`src/rtl/muldiv_sequencer_pkg.sv`:
```
// Shared definitions for the multiply/divide sequencer: op codes, FSM states,
// iteration count and small op-decode helpers used by the datapath and decoder.
package muldiv_sequencer_pkg;

    localparam int MD_STEPS = 32;

    typedef enum logic [2:0] {
        MD_MULT  = 3'd0,
        MD_MULTU = 3'd1,
        MD_DIV   = 3'd2,
        MD_DIVU  = 3'd3,
        MD_MTHI  = 3'd4,
        MD_MTLO  = 3'd5
    } md_op_e;

    typedef enum logic [1:0] {
        MD_IDLE = 2'd0,
        MD_RUN  = 2'd1,
        MD_FIX  = 2'd2
    } md_state_e;

    // Ops that go through the 32-step iterate loop
    function automatic logic md_is_iter(input logic [2:0] op);
        return op <= MD_DIVU;
    endfunction

    function automatic logic md_is_div(input logic [2:0] op);
        return (op == MD_DIV) || (op == MD_DIVU);
    endfunction

    function automatic logic md_is_signed(input logic [2:0] op);
        return (op == MD_MULT) || (op == MD_DIV);
    endfunction

endpackage

```
`src/rtl/muldiv_sequencer_sign_fix.sv`:
```
// Final sign correction for the sequencer: turns the unsigned magnitude result
// held in the accumulator into the architectural HI/LO values.
module muldiv_sequencer_sign_fix #(
    parameter int WIDTH = 32
) (
    input  logic               is_div,
    input  logic               neg_main,
    input  logic               neg_rem,
    input  logic               div_zero,
    input  logic [2*WIDTH-1:0] acc,
    output logic [WIDTH-1:0]   hi_fix,
    output logic [WIDTH-1:0]   lo_fix
);

    logic [2*WIDTH-1:0] prod;
    logic [WIDTH-1:0]   quo;
    logic [WIDTH-1:0]   rem;

    // Negate product / quotient / remainder as required, then select by op class.
    // A zero divisor always yields an all-ones quotient regardless of operand signs.
    always_comb begin
        prod = neg_main ? -acc : acc;
        quo  = neg_main ? -acc[WIDTH-1:0] : acc[WIDTH-1:0];
        rem  = neg_rem ? -acc[2*WIDTH-1:WIDTH] : acc[2*WIDTH-1:WIDTH];
        if (is_div) begin
            hi_fix = rem;
            lo_fix = div_zero ? '1 : quo;
        end else begin
            hi_fix = prod[2*WIDTH-1:WIDTH];
            lo_fix = prod[WIDTH-1:0];
        end
    end

endmodule

```
`src/rtl/muldiv_sequencer.sv`:
```
// Multi-cycle multiply/divide unit with architectural HI/LO.
// state   | meaning
// MD_IDLE | waiting for start; MTHI/MTLO complete here in one cycle
// MD_RUN  | 32 shift-add (mul) or restoring-divide steps on magnitudes
// MD_FIX  | sign correction and HI/LO writeback; done pulses next cycle
module muldiv_sequencer
    import muldiv_sequencer_pkg::*;
#(
    parameter int WIDTH = MD_STEPS
) (
    input  logic             clk,
    input  logic             reset,
    input  logic             start,
    input  logic [2:0]       op,
    input  logic [WIDTH-1:0] A,
    input  logic [WIDTH-1:0] B,
    input  logic             flush,
    output logic             busy,
    output logic             done,
    output logic [WIDTH-1:0] hi,
    output logic [WIDTH-1:0] lo
);

    localparam int            CW        = $clog2(WIDTH) + 1;
    localparam logic [CW-1:0] LAST_STEP = CW'(WIDTH - 1);

    md_state_e          state;
    logic [CW-1:0]      step_cnt;
    // mul: {partial product, remaining multiplier}; div: {remainder, dividend/quotient}
    logic [2*WIDTH-1:0] acc;
    // multiplicand magnitude for mul, divisor magnitude for div
    logic [WIDTH-1:0]   operand;
    logic               is_div_q;
    logic               neg_main_q;
    logic               neg_rem_q;
    logic               div_zero_q;

    logic               a_neg;
    logic               b_neg;
    logic [WIDTH-1:0]   a_mag;
    logic [WIDTH-1:0]   b_mag;
    logic [WIDTH:0]     mul_sum;
    logic [WIDTH:0]     div_shift;
    logic               div_ge;
    logic [WIDTH-1:0]   div_rem;
    logic [2*WIDTH-1:0] acc_next;
    logic [WIDTH-1:0]   hi_fix;
    logic [WIDTH-1:0]   lo_fix;

    // Operand magnitudes; unsigned ops pass the raw operands through.
    always_comb begin
        a_neg = md_is_signed(op) && A[WIDTH-1];
        b_neg = md_is_signed(op) && B[WIDTH-1];
        a_mag = a_neg ? -A : A;
        b_mag = b_neg ? -B : B;
    end

    // One iteration step. The remainder can never exceed the divisor after a
    // subtract, so the low WIDTH bits of the difference are exact.
    always_comb begin
        mul_sum   = {1'b0, acc[2*WIDTH-1:WIDTH]} + (acc[0] ? {1'b0, operand} : '0);
        div_shift = acc[2*WIDTH-1:WIDTH-1];
        div_ge    = div_shift >= {1'b0, operand};
        div_rem   = div_ge ? (div_shift[WIDTH-1:0] - operand) : div_shift[WIDTH-1:0];
        if (is_div_q) begin
            acc_next = {div_rem, acc[WIDTH-2:0], div_ge};
        end else begin
            acc_next = {mul_sum, acc[WIDTH-1:1]};
        end
    end

    muldiv_sequencer_sign_fix #(
        .WIDTH (WIDTH)
    ) u_sign_fix (
        .is_div   (is_div_q),
        .neg_main (neg_main_q),
        .neg_rem  (neg_rem_q),
        .div_zero (div_zero_q),
        .acc      (acc),
        .hi_fix   (hi_fix),
        .lo_fix   (lo_fix)
    );

    // Sequencer: launch, iterate, write back; flush abandons any op without touching HI/LO.
    always_ff @(posedge clk) begin
        if (reset) begin
            state      <= MD_IDLE;
            busy       <= 1'b0;
            done       <= 1'b0;
            step_cnt   <= '0;
            acc        <= '0;
            operand    <= '0;
            is_div_q   <= 1'b0;
            neg_main_q <= 1'b0;
            neg_rem_q  <= 1'b0;
            div_zero_q <= 1'b0;
            hi         <= '0;
            lo         <= '0;
        end else begin
            done <= 1'b0;
            if (flush) begin
                state    <= MD_IDLE;
                busy     <= 1'b0;
                step_cnt <= '0;
            end else begin
                case (state)
                    MD_IDLE: begin
                        if (start && md_is_iter(op)) begin
                            acc        <= {{WIDTH{1'b0}}, (md_is_div(op) ? a_mag : b_mag)};
                            operand    <= md_is_div(op) ? b_mag : a_mag;
                            is_div_q   <= md_is_div(op);
                            neg_main_q <= a_neg ^ b_neg;
                            neg_rem_q  <= a_neg && md_is_div(op);
                            div_zero_q <= md_is_div(op) && (B == '0);
                            step_cnt   <= '0;
                            busy       <= 1'b1;
                            state      <= MD_RUN;
                        end else if (start && (op == MD_MTHI)) begin
                            hi <= A;
                        end else if (start && (op == MD_MTLO)) begin
                            lo <= A;
                        end
                    end
                    MD_RUN: begin
                        acc      <= acc_next;
                        step_cnt <= step_cnt + CW'(1);
                        if (step_cnt == LAST_STEP) begin
                            state <= MD_FIX;
                        end
                    end
                    MD_FIX: begin
                        hi    <= hi_fix;
                        lo    <= lo_fix;
                        done  <= 1'b1;
                        busy  <= 1'b0;
                        state <= MD_IDLE;
                    end
                    default: begin
                        busy  <= 1'b0;
                        state <= MD_IDLE;
                    end
                endcase
            end
        end
    end

endmodule

```
`config.mk`:
```
export PLATFORM = sky130hd
export DESIGN_NAME = muldiv_sequencer
export DESIGN_NICKNAME = d
export VERILOG_FILES = /design/src/rtl/muldiv_sequencer_pkg.sv /design/src/rtl/muldiv_sequencer_sign_fix.sv /design/src/rtl/muldiv_sequencer.sv
export SDC_FILE = /design/constraint.sdc
export NUM_CORES = 1
export LEC_CHECK = 0
export BUFFER_PORTS_ARGS = -buffer_cell sky130_fd_sc_hd__buf_4
export CORE_AREA = 2 2 198 200
export DETAILED_ROUTE_END_ITERATION = 8
export DIE_AREA = 0 0 200 202
export SYNTH_ARGS = -nofsm -noshare
export SYNTH_HDL_FRONTEND = slang
export SYNTH_HIERARCHICAL = 1
export SYNTH_SLANG_ARGS = --single-unit
```
`constraint.sdc`:
```
create_clock -name clk -period 3 [get_ports clk]
set_input_delay 0.6 -clock clk [delete_from_list [all_inputs] [get_ports clk]]
set_output_delay 0.6 -clock clk [all_outputs]
set_load 0.005 [all_outputs]
```
==> metrics <==
cell type of the slowest stage on the worst timing path a221o_1; Sequential Power Share 34.0%; fill cell total of the finished layout 3730; Net Sw Frac 35.4%; TritonCTS clock tree yes; Yosys warning total 6; average footprint of a synthesized cell 7.15 sq um; number of antenna violations at the first check in global routing 0; largest driver fanout on the critical path 5; overall routed net length 64800 microns; row cnt 72; Critical Path Max Stage Delay 0.43 ns; Net count, final 2593; wire length per cell 21.7 microns; H-tree depth 4; Slew Limit Headroom 28.4%; worst-case setup margin in the final layout -0.0835 ns; aggregate global-route resource usage 31.4%; critical path arrival 3.46 ns; most frequent cells in the layout buf_4, nand2_1, nor2_1, a21oi_1, dfxtp_1; worst skew pair latency 0.47 ns; clock sink count 174; critical path cell sequence and2_4 > ha_4 > inv_2 > fa_2 > nand2b_4 > a21oi_2 > a211oi_2 > a2bb2oi_2 > o31a_1 > o31ai_4 > a221o_1 > a32o_1 > o31ai_2; run status finished with violations; Peak Freq 0.324 GHz; final hold violation count 0; failing checks negative setup slack; Post-Synthesis Net Count 2257; required time at the endpoint of the critical path 3.38 ns; count of final max-slew check failures 0; hold buffer count at cts 0; Setup Viol. Count Final 2; fraction of the yosys area taken by sequential cells 23.0%; weighted congestion reported at the end of routability-driven placement 1.00; library cell with the largest summed area after synthesis dfxtp_1; pin count of the biggest net entering global routing 98; P per Cell Area 354 mW/mm^2; Mapped Cells 2115; portion of total power attributed to combinational logic 33.4%; RSZ-0062 raised after global routing true; worst-case hold slack 0.471 ns; type of the most critical hold path reg -> reg; GRT Residual Overflow 0; HPWL reported at the end of detailed placement 50500 microns; remaining number of nets flagged by the antenna check after routing 0; cts bufs inserted 17; initial cell density of the core 39.5%; slew at the pin with the worst max-slew slack 1.07 ns; vertical extent of the die 202 microns; element type at the critical path end flop; fraction of final layout cells with drive strength greater than 1 26.3%; total die area 0.0404 sq mm; most common cell after layout, fill and taps aside buf_4; critical path type reg -> reg; I/O pins 137; cell-internal power 4.64 mW; number of synthesized flops with an enable pin 0; startpoint type of the worst setup path flop; clock share of power 32.6%; clk root buf clkbuf_16; cell area after synthesis 0.0151 sq mm; distinct cell type count of the synthesized netlist 82; post-layout util 52.9%; drt first pass iters 6; final non-filler cell total 2983; cell type group with the largest total delay on the critical path compound AO/OA/AOI/OAI gates; fraction of post-synthesis cell area in the top cell type by area 23.0%; count of input and output buffers 136; buffers and inverters on the worst path 1; post-CTS clock slew at the launch and capture registers of the worst setup and hold paths 0.08 ns; Main synth FF type dfxtp_1; Switch Pwr 2.54 mW; synthesis-to-finish area growth 34.0%; vias in the first global route 16200; setup skew after layout 0.0196 ns; cells taking the most area after synthesis dfxtp_1, a21oi_1, nand2_1; core area 0.0383 sq mm; Longest Clk Path Bufs 2; Final min period 3.08 ns; DR iter-0 viols 1809; post-synthesis async set-or-reset flop share 0%; static leakage 8.51 nW; Vias/cell 5.84; total vias in the final route 17400; number of synthesized register bits 174; horizontal extent of the die 200 microns; wire length of the first global-routing pass 96000 microns; fin crit share 103%; DRC errors left 0; DP Cell Count 2923; number of maximum-capacitance violations 0; Worst VDD drop 0.000385 V
synth_stat cells, drive strengths merged, types with 7 or more instances:
| cell type | n |
|---|---|
| mux2i | 46 |
| nor2b | 44 |
| a31oi | 28 |
| a311oi | 22 |
| o211ai | 18 |
| clkbuf | 108 |
| nor3 | 43 |
| dfxtp | 174 |
| or4 | 18 |
| nand2b | 39 |
| and2 | 40 |
| o41ai | 12 |
| o21a | 11 |
| xor2 | 92 |
| o22ai | 7 |
| xnor2 | 76 |
| nand4 | 15 |
| nor4 | 23 |
| a21oi | 228 |
| nand2 | 281 |
| o31ai | 28 |
| a221o | 13 |
| ha | 69 |
| and3 | 17 |
| nor2 | 227 |
| a21o | 25 |
| o21ai | 88 |
| or3 | 17 |
| nor3b | 7 |
| a211oi | 75 |
| a22oi | 13 |
| inv | 68 |
| buf | 16 |
| o21bai | 12 |
| nand3 | 49 |
| or2 | 9 |
state kept, by name (all words and copies together) (netlist names):
register	flops
operand	32
state	2
is_div_q	1
busy	1
neg_main_q	1
lo	32
div_zero_q	1
step_cnt	6
neg_rem_q	1
done	1
acc	64
hi	32
final timing paths:
kind | startpoint | end | slack [ns] | depth (start not counted)
setup / recovery | acc[0] | acc[59] | -0.08 | 13
setup reg to reg | acc[0] | acc[59] | -0.08 | 13
hold reg to reg | operand[7] | operand[7] | 0.47 | 2
hold / removal | operand[7] | operand[7] | 0.47 | 2
cell type report:
| class | instances | area, sq um | area share (%) |
|---|---|---|---|
| multi-input cells | 1749 | 11800 | 58.1 |
| flip-flops and latches | 174 | 3510 | 17.3 |
| repair buffers | 441 | 3480 | 17.1 |
| well taps | 518 | 648 | 3.20 |
| clock buffers | 17 | 425 | 2.10 |
| inverters | 68 | 255 | 1.26 |
| clock inverters | 15 | 170 | 0.839 |
| diodes | 1 | 2.50 | 0.0123 |
tightest hold or removal path: stages (launching register included):
cell	delay, ns
dfxtp_2	0.33
nand2_1	0.05
a21oi_1	0.05
cells by family (layout without fill, tap and decap cells):
kind of cell             Yosys count  in the layout  share of synthesized area, %
XOR/XNOR                         168            168                          9.72
AO/OA/AOI/OAI                    624            624                          26.9
other                              0              1                             0
flip-flops                       174            174                          23.0
AND/OR/NAND/NOR                  838            838                          26.3
adder cells (fa/ha/maj)           71             71                          5.97
buffers and inverters            192            541                          4.93
multiplexers                      48             48                          3.19
routing by layer:
metal	share of wire (%)	wire length [microns]	track usage, %	up-vias
met1	44	28500	44.0	8200
met2	42	27300	45.9	806
met5	0	0	0	-
met3	8.9	5790	6.26	145
met4	4.9	3150	15.1	0
li1	-	-	-	8268
power groups by stage:
stage	Combinational (mW)	Sequential, mW	Clock [mW]
final	2.40	2.44	2.34
after global placement	2.00	2.49	0
after CTS	2.20	2.43	2.37
after global routing	2.55	2.45	2.45
after detailed placement	2.01	2.49	0
after floorplan	1.12	2.50	0
per-stage QoR:
stage	worst slack (ns)	TNS, ns	cell area, sq um	power [mW]
floorplan	0.0173	0	15200	3.62
global placement	-0.409	-3.36	18500	4.48
detailed placement	-0.377	-5.08	18500	4.50
CTS	-0.0885	-0.112	19600	7.00
global route	-0.126	-0.885	20300	7.45
finish	-0.0835	-0.0862	20300	7.17
repair_timing:
item,in CTS,in global routing
endpoints found under the setup margin,37,40
buffers inserted,11,14
gates cloned,2,0
resized for setup,60,125
pin swaps,35,61
Power figures use the tool's default switching activity.
